**config.mk**
```make
export PLATFORM = sky130hd
export DESIGN_NAME = conv_window_gen_5x5
export DESIGN_NICKNAME = d
export VERILOG_FILES = /design/src/rtl/conv_pkg.sv /design/src/rtl/conv_line_buffer.sv /design/src/rtl/conv_window_gen_5x5.sv
export SDC_FILE = /design/constraint.sdc
export NUM_CORES = 1
export LEC_CHECK = 0
export CORE_MARGIN = 5
export CORE_UTILIZATION = 32
export DETAILED_ROUTE_END_ITERATION = 12
export MAX_ROUTING_LAYER = met4
export SYNTH_ARGS = -nofsm -noshare
export SYNTH_HDL_FRONTEND = slang
export SYNTH_HIERARCHICAL = 1
export SYNTH_SLANG_ARGS = --single-unit
```
**constraint.sdc**
```tcl
create_clock -name clk -period 7.3 [get_ports clk]
set_input_delay 1.46 -clock clk [delete_from_list [all_inputs] [get_ports clk]]
set_output_delay 1.46 -clock clk [all_outputs]
set_load 0.01 [all_outputs]
```
**src/rtl/conv_pkg.sv**
```systemverilog
`default_nettype none
// ============================================================================
//  Module      : conv_pkg
//  Description : Shared constants, packed-window type and index helper for the
//                5x5 convolution datapath (window generator and conv consumer).
//  Revision    : 1.0 - initial release
// ============================================================================
package conv_pkg;

    localparam int KERNEL = 5;
    localparam int PIX_W  = 8;
    localparam int WIN_W  = KERNEL * KERNEL * PIX_W;

    // Packed 5x5 window: pixel k = r*KERNEL + c lives at [PIX_W*k +: PIX_W]
    typedef logic [WIN_W-1:0] win_t;

    // Flat pixel index of window row r, column c
    function automatic int win_idx(input int r, input int c);
        return r * KERNEL + c;
    endfunction

endpackage
`default_nettype wire

```
**src/rtl/conv_line_buffer.sv**
```systemverilog
`default_nettype none
// ============================================================================
//  Module      : conv_line_buffer
//  Description : One image line of pixel storage. Single port, read-before-
//                write: the read data is the old contents of the addressed
//                entry in the same cycle the new value is written.
//  Revision    : 1.0 - initial release
// ============================================================================
module conv_line_buffer #(
    parameter int DEPTH = 32,
    parameter int DW    = 8,
    localparam int AW   = (DEPTH > 1) ? $clog2(DEPTH) : 1
) (
    input  logic          clk,
    input  logic          i_we,
    input  logic [AW-1:0] i_addr,
    input  logic [DW-1:0] i_wdata,
    output logic [DW-1:0] o_rdata
);

    logic [DW-1:0] r_mem [DEPTH];

    // Contents carry no reset: they are never observed before being refilled
    always_ff @(posedge clk) begin
        if (i_we) begin
            r_mem[i_addr] <= i_wdata;
        end
    end

    // Asynchronous read returns the pre-write value of this cycle
    assign o_rdata = r_mem[i_addr];

endmodule
`default_nettype wire

```
**src/rtl/conv_window_gen_5x5.sv**
```systemverilog
`default_nettype none
// ============================================================================
//  Module      : conv_window_gen_5x5
//  Description : Raster pixel stream to 5x5 sliding-window producer. Four
//                chained line buffers feed a 5x5 shift window; every fully
//                interior window is presented through a single output slot
//                with valid/ready handshaking.
//  Revision    : 1.0 - initial release
// ============================================================================
module conv_window_gen_5x5
    import conv_pkg::*;
#(
    parameter int IMG_W = 32,
    parameter int IMG_H = 32,
    localparam int XW   = (IMG_W > 1) ? $clog2(IMG_W) : 1,
    localparam int YW   = (IMG_H > 1) ? $clog2(IMG_H) : 1
) (
    input  logic             clk,
    input  logic             rst,
    input  logic             pix_valid,
    output logic             pix_ready,
    input  logic [PIX_W-1:0] pix_data,
    input  logic             pix_sof,
    output logic             win_valid,
    input  logic             win_ready,
    output win_t             pixels_out,
    output logic [XW-1:0]    win_x,
    output logic [YW-1:0]    win_y,
    output logic             frame_done
);

    localparam int c_NLB = KERNEL - 1;

    logic [XW-1:0]    r_col;
    logic [YW-1:0]    r_row;
    logic [XW-1:0]    w_col;
    logic [YW-1:0]    w_row;
    logic             w_acc;
    logic             w_emit;
    logic             w_col_last;
    logic             w_row_last;

    logic [PIX_W-1:0] w_lb_rd  [c_NLB];
    logic [PIX_W-1:0] w_lb_wr  [c_NLB];
    logic [PIX_W-1:0] w_new_col[KERNEL];
    logic [PIX_W-1:0] r_win    [KERNEL][KERNEL];
    logic [PIX_W-1:0] w_win_nxt[KERNEL][KERNEL];
    win_t             w_win_flat;

    logic             r_win_valid;
    win_t             r_pixels;
    logic [XW-1:0]    r_win_x;
    logic [YW-1:0]    r_win_y;
    logic             r_frame_done;

    // Accept, effective position (SOF forces 0,0) and emit decision
    always_comb begin
        w_acc      = pix_valid && pix_ready;
        w_col      = pix_sof ? '0 : r_col;
        w_row      = pix_sof ? '0 : r_row;
        w_col_last = (w_col == XW'(IMG_W - 1));
        w_row_last = (w_row == YW'(IMG_H - 1));
        w_emit     = w_acc && (w_row >= YW'(KERNEL - 1)) && (w_col >= XW'(KERNEL - 1));
    end

    // Line buffer chain: each stage is fed by the old contents of the previous
    always_comb begin
        w_lb_wr[0] = pix_data;
        for (int i = 1; i < c_NLB; i++) begin
            w_lb_wr[i] = w_lb_rd[i-1];
        end
    end

    generate
        for (genvar g = 0; g < c_NLB; g++) begin : g_lb
            conv_line_buffer #(
                .DEPTH (IMG_W),
                .DW    (PIX_W)
            ) u_lb (
                .clk     (clk),
                .i_we    (w_acc),
                .i_addr  (w_col),
                .i_wdata (w_lb_wr[g]),
                .o_rdata (w_lb_rd[g])
            );
        end
    endgenerate

    // Next window: shift rows left, append the incoming column (oldest row on top)
    always_comb begin
        for (int r = 0; r < c_NLB; r++) begin
            w_new_col[r] = w_lb_rd[c_NLB-1-r];
        end
        w_new_col[KERNEL-1] = pix_data;
        for (int r = 0; r < KERNEL; r++) begin
            for (int c = 0; c < KERNEL - 1; c++) begin
                w_win_nxt[r][c] = r_win[r][c+1];
            end
            w_win_nxt[r][KERNEL-1] = w_new_col[r];
        end
    end

    // Flatten the next window into the consumer's packing
    always_comb begin
        w_win_flat = '0;
        for (int r = 0; r < KERNEL; r++) begin
            for (int c = 0; c < KERNEL; c++) begin
                w_win_flat[win_idx(r, c)*PIX_W +: PIX_W] = w_win_nxt[r][c];
            end
        end
    end

    // Raster position counters
    always_ff @(posedge clk) begin
        if (rst) begin
            r_col <= '0;
            r_row <= '0;
        end else if (w_acc) begin
            if (w_col_last) begin
                r_col <= '0;
                r_row <= w_row_last ? '0 : w_row + 1'b1;
            end else begin
                r_col <= w_col + 1'b1;
                r_row <= w_row;
            end
        end
    end

    // Window shift register; contents are don't-care until four lines exist
    always_ff @(posedge clk) begin
        if (w_acc) begin
            r_win <= w_win_nxt;
        end
    end

    // Single output slot: load on emit, hold until handshake
    always_ff @(posedge clk) begin
        if (rst) begin
            r_win_valid  <= 1'b0;
            r_pixels     <= '0;
            r_win_x      <= '0;
            r_win_y      <= '0;
            r_frame_done <= 1'b0;
        end else begin
            r_frame_done <= w_acc && w_col_last && w_row_last;
            if (w_emit) begin
                r_win_valid <= 1'b1;
                r_pixels    <= w_win_flat;
                r_win_x     <= w_col - XW'(KERNEL - 1);
                r_win_y     <= w_row - YW'(KERNEL - 1);
            end else if (win_ready) begin
                r_win_valid <= 1'b0;
            end
        end
    end

    assign pix_ready  = !(r_win_valid && !win_ready);
    assign win_valid  = r_win_valid;
    assign pixels_out = r_pixels;
    assign win_x      = r_win_x;
    assign win_y      = r_win_y;
    assign frame_done = r_frame_done;

endmodule
`default_nettype wire

```
==> flow_metrics.env, run 1 <==
export IMPL_fp_row_count=152
export IMPL_skew_ns=0.03546
export IMPL_tightest_slew_ns=1.203
export IMPL_final_area_um2=64690
export IMPL_cp_cell_sequence="clkdlybuf4s50_1 -> buf_4 -> nand2b_1 -> inv_8 -> buf_12 -> buf_4 -> mux2i_1 -> o22ai_1 -> nor4_1 -> nand2_1"
export IMPL_p_per_area_nw_per_um2=262.8
export IMPL_wl_met2_mm=70.15
export IMPL_synth_simple_area_share_pct=6.364
export IMPL_status="complete, no violations"
export IMPL_htree_num_levels=4
export IMPL_yosysMostFrequentCell="edfxtp_1"
export IMPL_dp_hpwl_mm=85.80
export IMPL_arrival_ns=5.44
export IMPL_cts_buffers=141
export IMPL_wl_mm=142.1
export IMPL_synth_compound_area_share_pct=8.945
export IMPL_grt_usage_pct=15.61
export IMPL_grt_pass1_vias=31610
export IMPL_worstHoldPathCells=0
export IMPL_die_w_um=426.1
export IMPL_drive_gt1_share_pct=11.96
export IMPL_p_total_uw=17000
export IMPL_worst_path_buf_inv=5
export IMPL_rsz0062_at_grt="no"
export IMPL_holdPathEnd="r_win[150]"
export IMPL_cts_setup_buffers=0
export IMPL_synth_edf_count=1184
export IMPL_rr_worst_depth=7
export IMPL_clockBufferDepth=3
export IMPL_synth_top_family_by_area="multiplexers"
export IMPL_drtAntennaViolNets=0
export IMPL_wl_met1_mm=59.00
export IMPL_drv_slew=0
export IMPL_cpMaxStageDelayCell="nand2_1"
export IMPL_total_leakage_power_uw=0.01880
export IMPL_path_max_fanout=101
export IMPL_antenna_found_initial=0
export IMPL_place_gp_congestion=0.8013
export IMPL_numPortBuffers=225
export IMPL_cts_root_buffer="clkbuf_16"
export IMPL_initial_core_util_pct=32.23
export IMPL_ys_ff_latch=1406
export IMPL_synth_ff_type="edfxtp_1"
export IMPL_crit_type="primary input to flip-flop"
export IMPL_synth_cell_types=52
export IMPL_cp_required_ns=7.51
export IMPL_firstDrtPassIters=8
export IMPL_synthCells=3538
export IMPL_critPathLaunchType="primary input"
export IMPL_yosys_area_share_xor_xnor_pct=0.04742
export IMPL_num_io_pins=226
export IMPL_yosysWarnings=6
export IMPL_syn_cell_area_um2=55410
export IMPL_grt_overflow=0
export IMPL_netlist_area_leader_share_pct=64.17
export IMPL_path_delay_family="buffers and inverters"
export IMPL_fin_cells=6122
export IMPL_worstSetupPathDepth=10
export IMPL_synthArstFlopShare_pct=0
export IMPL_viasPerCell=5.226
export IMPL_fmax_mhz=191.3
export IMPL_whs_ns=0.4426
export IMPL_post_route_period_util_pct=71.62
export IMPL_synth_area_leaders="edfxtp_1 64%, mux2i_1 9.2%, dfxtp_1 8.0%, o22ai_1 2.8%, o31ai_2 2.5%"
export IMPL_slowest_delay_ns=0.73
export IMPL_hp_class="flip-flop to flip-flop"
export IMPL_fill_cells=15930
export IMPL_cts_clk_slew_worst_paths_ns=0.06
export IMPL_ir_worst_vdd_uv=251.6
export IMPL_endpoint_kind="flip-flop"
export IMPL_syn_avg_cell_area_um2=15.66
export IMPL_r2r_start="r_col[2]"
export IMPL_tns_ns=0
export IMPL_ys_seq_area_share_pct=72.19
export IMPL_crit_top_cell="buf_4"
export IMPL_coreArea_um2=171900
export IMPL_yosysTopAreaCell="edfxtp_1"
export IMPL_areaGrowthSynthToFinish_pct=16.76
export IMPL_top_layer_used="met4"
export IMPL_hold_viol=0
export IMPL_wl_per_cell_um=23.21
export IMPL_cts_resized=0
export IMPL_muxShareOfSynthArea_pct=9.250
export IMPL_cts_sinks=1406
export IMPL_grt_pass1_wl_mm=209.6
export IMPL_cts_tree="yes"
export IMPL_vias=31990
export IMPL_r2r_slack_ns=3.07
export IMPL_cts_hold_buffers_added=0
export IMPL_slew_headroom_pct=19.19
export IMPL_dieArea_um2=181600
export IMPL_nNetsFinal=3716
export IMPL_insertedDiodeCount=0
export IMPL_min_period_ns=5.228
export IMPL_wl_met3_mm=7.560
export IMPL_die_h_um=426.1
export IMPL_holdCritStartpoint="r_win[142]"
export IMPL_maxCapViolations=0
export IMPL_dp_cells=5859
export IMPL_synth_fa_ha_area_share_pct=0.2484
export IMPL_synthTopCellsByCount="1184 x edfxtp_1, 512 x mux2i_1, 252 x o22ai_1"
export IMPL_syn_nets=3562
export IMPL_rr_endpoint="g_lb[2].u_lb/r_mem[22][6]"
export IMPL_drt_iter0_drc=2709
export IMPL_grt_start_max_net_pins=163
export IMPL_clock_latency_ns=0.77
export IMPL_finalSetupViolations=0
export IMPL_place_area_um2=59870
export IMPL_drc=0
## per-stage QoR
step / setup slack (ns) / utilization [%]
2_1_floorplan: 1.510 / -
3_3_place_gp: 1.302 / 34.82
3_5_place_dp: 1.272 / 34.82
4_1_cts: 2.052 / 37.63
5_1_grt: 1.686 / 37.63
6_report: 2.072 / 37.63
## layout by cell type, fill, tap and decap left out, types with 6 or more instances in the layout
master and instances:
nor3_1 17, clkbuf_1 35, o22ai_1 252, o31ai_2 110, nand3_1 12, bufinv_16 17
nor4_1 64, nand3b_1 18, a21oi_1 213, o31ai_1 96, nand4b_1 16, a211oi_1 6
clkbuf_8 16, clkinv_1 13, clkbuf_16 144, clkdlybuf4s50_1 224, edfxtp_1 1184, or3b_2 12
nand2b_1 6, mux2i_1 512, or4b_1 17, buf_12 10, dfxtp_1 222, nand2_1 50
ha_1 11, clkinv_2 24, nor2_1 120, clkinv_8 9, buf_4 85, nand4_1 211
nand4bb_1 20
## worst register-to-register path, delay by kind of cell, from the launching register on
kind,cells,cell delay [ns]
simple gates,4,2.30
buf+inv,2,0.91
flops,1,0.42
compound gates,1,0.29
## power by group
part,internal [uW],leakage [uW],switching [uW],total [uW]
clock network,4410,0.00236,3060,7470
registers,8880,0.0126,44.0,8920
logic,117,0.00384,488,605
## area by class of cell
type	count	area, um^2	area share (%)
Tap cell	2310	2890	4.468
Sequential cell	1406	40000	61.83
Timing Repair Buffer	320	3094	4.783
Multi-Input combinational cell	1815	13840	21.40
Clock inverter	69	877.1	1.356
Inverter	8	46.29	0.07156
Clock buffer	194	3941	6.092
## per-layer routing
metal / vias up / global-route usage [%]
li1: 14510 / -
met1: 16360 / 19.54
met2: 875 / 25.15
met3: 252 / 2.996
met4: 0 / 6.055
met5: - / -
## sequential cells by signal, summed over array words and instances, names as in the netlist
register / flops
win_y: 5
win_x: 5
r_row: 5
frame_done: 1
r_win: 160
g_lb.u_lb/r_mem: 1024
pixels_out: 200
win_valid: 1
r_col: 5
## worst max path at each step
stage,startpoint,endpoint,slack [ns]
after floorplan,win_ready,g_lb[0].u_lb/r_mem[25][0],1.51
after global placement,pix_sof,g_lb[2].u_lb/r_mem[3][4],1.30
after detailed placement,pix_sof,r_win[43],1.27
after CTS,pix_sof,g_lb[1].u_lb/r_mem[25][3],2.05
after global routing,pix_sof,pixels_out[155],1.69
final,pix_sof,g_lb[1].u_lb/r_mem[22][3],2.07
## kinds of logic (layout without fill, tap and decap cells)
kind of cell	count (synthesis)	count (layout)
AND/OR/NAND/NOR	590	590
multiplexers	512	512
adder cells (fa/ha/maj)	11	11
AO/OA/AOI/OAI	699	699
buffers and inverters	317	591
XOR/XNOR	3	3
flip-flops	1406	1406
No activity file was read; power rests on OpenSTA's default activity.
==> inputs of run 2 (changes only) <==
==> constraint.sdc (replaced) <==
create_clock -name clk -period 4.35 [get_ports clk]
set_input_delay 0.87 -clock clk [delete_from_list [all_inputs] [get_ports clk]]
set_output_delay 0.87 -clock clk [all_outputs]
set_load 0.01 [all_outputs]
==> run 2 against run 1 <==
Via count grew 2.0%. Count of clock-buffer cells in the layout is 7 lower. Hold slack got worse by 0.0042 ns. Register-to-register slack got worse by 2.1 ns. Global-route usage rose by 0.14 points. Power rose by 65%. Non-clock buffer count rose by 204. Largest cell class unchanged.
==> flow_metrics.env, run 2 (synthesis results as in run 1) <==
export IMPL_hp_class="flip-flop to flip-flop"
export IMPL_crit_top_cell="buf_12"
export IMPL_cts_resized=0
export IMPL_mostFrequentLayoutCell="edfxtp_1"
export IMPL_top_register="g_lb.u_lb/r_mem"
export IMPL_htree_num_levels=4
export IMPL_drc=0
export IMPL_total_leakage_power_uw=0.01992
export IMPL_coreArea_um2=171900
export IMPL_place_area_um2=62060
export IMPL_drtAntennaViolNets=0
export IMPL_ir_worst_vdd_uv=359.6
export IMPL_drv_slew=0
export IMPL_wl_mm=142.9
export IMPL_rsz0062_at_grt="no"
export IMPL_final_area_um2=66590
export IMPL_cts_buffers=139
export IMPL_die_h_um=426.1
export IMPL_firstDrtPassIters=5
export IMPL_nNetsFinal=3918
export IMPL_tightest_slew_ns=1.094
export IMPL_slew_headroom_pct=26.85
export IMPL_numPortBuffers=225
export IMPL_num_io_pins=226
export IMPL_cts_clk_slew_worst_paths_ns=0.06
export IMPL_whs_ns=0.4384
export IMPL_grt_start_max_net_pins=166
export IMPL_cp_cell_sequence="clkdlybuf4s50_1 -> nand2b_1 -> inv_2 -> buf_12 -> nand4bb_1 -> buf_4 -> o22ai_1 -> nor4_1 -> nand2_1 -> buf_12"
export IMPL_cpMaxStageDelayCell="clkdlybuf4s50_1"
export IMPL_critPathLaunchType="primary input"
export IMPL_grt_pass1_wl_mm=213.3
export IMPL_skew_ns=0.02522
export IMPL_hold_viol=0
export IMPL_die_w_um=426.1
export IMPL_cp_required_ns=4.85
export IMPL_status="complete, no violations"
export IMPL_dp_slack_ns=-0.2348
export IMPL_cts_root_buffer="clkbuf_16"
export IMPL_cts_sinks=1406
export IMPL_path_max_fanout=23
export IMPL_vias=32640
export IMPL_largest_reg_flops=1024
export IMPL_min_period_ns=3.795
export IMPL_wl_per_cell_um=22.62
export IMPL_cts_tree="yes"
export IMPL_crit_type="primary input to flip-flop"
export IMPL_fill_cells=15970
export IMPL_arrival_ns=4.29
export IMPL_clock_latency_ns=0.76
export IMPL_cts_hold_buffers_added=0
export IMPL_layout_common_cells="1184 x edfxtp_1, 512 x mux2i_1, 252 x o22ai_1"
export IMPL_place_gp_congestion=0.8084
export IMPL_clockBufferDepth=3
export IMPL_finalSetupViolations=0
export IMPL_areaGrowthSynthToFinish_pct=20.18
export IMPL_fp_row_count=152
export IMPL_maxCapViolations=0
export IMPL_viasPerCell=5.165
export IMPL_tns_ns=0
export IMPL_endpoint_kind="flip-flop"
export IMPL_slowest_delay_ns=0.56
export IMPL_antenna_found_initial=3
export IMPL_dp_hpwl_mm=90.26
export IMPL_fmax_mhz=263.5
export IMPL_initial_core_util_pct=32.23
export IMPL_grt_usage_pct=15.75
export IMPL_grt_overflow=0
export IMPL_p_per_area_nw_per_um2=422.2
export IMPL_dieArea_um2=181600
export IMPL_drive_gt1_share_pct=16.11
export IMPL_grt_pass1_vias=32680
export IMPL_cts_setup_buffers=0
export IMPL_post_route_period_util_pct=87.24
export IMPL_fin_ws_ns=0.5549
export IMPL_drt_iter0_drc=2716
[run 2: cell types whose count changed in the layout (fill, tap and decap cells not counted), moves of 2 or more]
cell and delta:
buf_12 +53, clkinv_1 +5, buf_4 +151, clkinvlp_4 +3
nor3_1 +2, bufinv_16 -6, clkbuf_8 -8, clkinv_8 -7
nor3_2 -2, inv_6 +3, clkinv_4 +4
[run 2: area by class of cell]
class | count | area, um^2 | share of cell area (%)
Tap cell | 2310 | 2890 | 4.340
Inverter | 8 | 46.29 | 0.06952
Clock inverter | 69 | 674.4 | 1.013
Sequential cell | 1406 | 40000 | 60.07
Clock buffer | 187 | 3856 | 5.791
Antenna cell | 1 | 2.502 | 0.003758
Timing Repair Buffer | 524 | 5289 | 7.942
Multi-Input combinational cell | 1815 | 13830 | 20.77
[run 2: path summary, 6_finish.rpt]
kind	startpoint	endpoint	slack, ns	cells past startpoint
setup reg to reg	r_col[1]	g_lb[1].u_lb/r_mem[3][1]	0.99	9
hold / removal	r_win[20]	r_win[28]	0.44	0
hold reg to reg	r_win[20]	r_win[28]	0.44	0
setup / recovery	pix_sof	r_win[40]	0.55	10
[run 2: stage by stage]
stage          cells  power, uW  util (%)
6_report        6320      28110     38.73
5_1_grt         6319      29010     38.73
4_1_cts         6319      28400     38.73
3_5_place_dp    6063      16440     36.10
3_3_place_gp    6063      16420     36.10
2_1_floorplan   3538      15800         -
[run 2: report_power, final]
| part | total [uW] | internal [uW] | switching, uW |
|---|---|---|---|
| sequential | 15000 | 14900 | 70.4 |
| clock | 12000 | 6910 | 5050 |
| combinational | 1190 | 324 | 868 |
[run 2: metal layers]
metal | vias up | GRT usage, % | part of all wire [%]
li1 | 14900 | - | -
met3 | 159 | 2.226 | 4.5
met5 | - | - | 0
met2 | 769 | 26.06 | 50
met4 | 0 | 4.130 | 2.1
met1 | 16810 | 20.47 | 43
[run 2: critical path, delay by kind of cell]
kind | cells | cell delay [ns]
AO/OA/AOI/OAI | 1 | 0.16
buffers and inverters | 5 | 1.71
AND/OR/NAND/NOR | 4 | 1.51
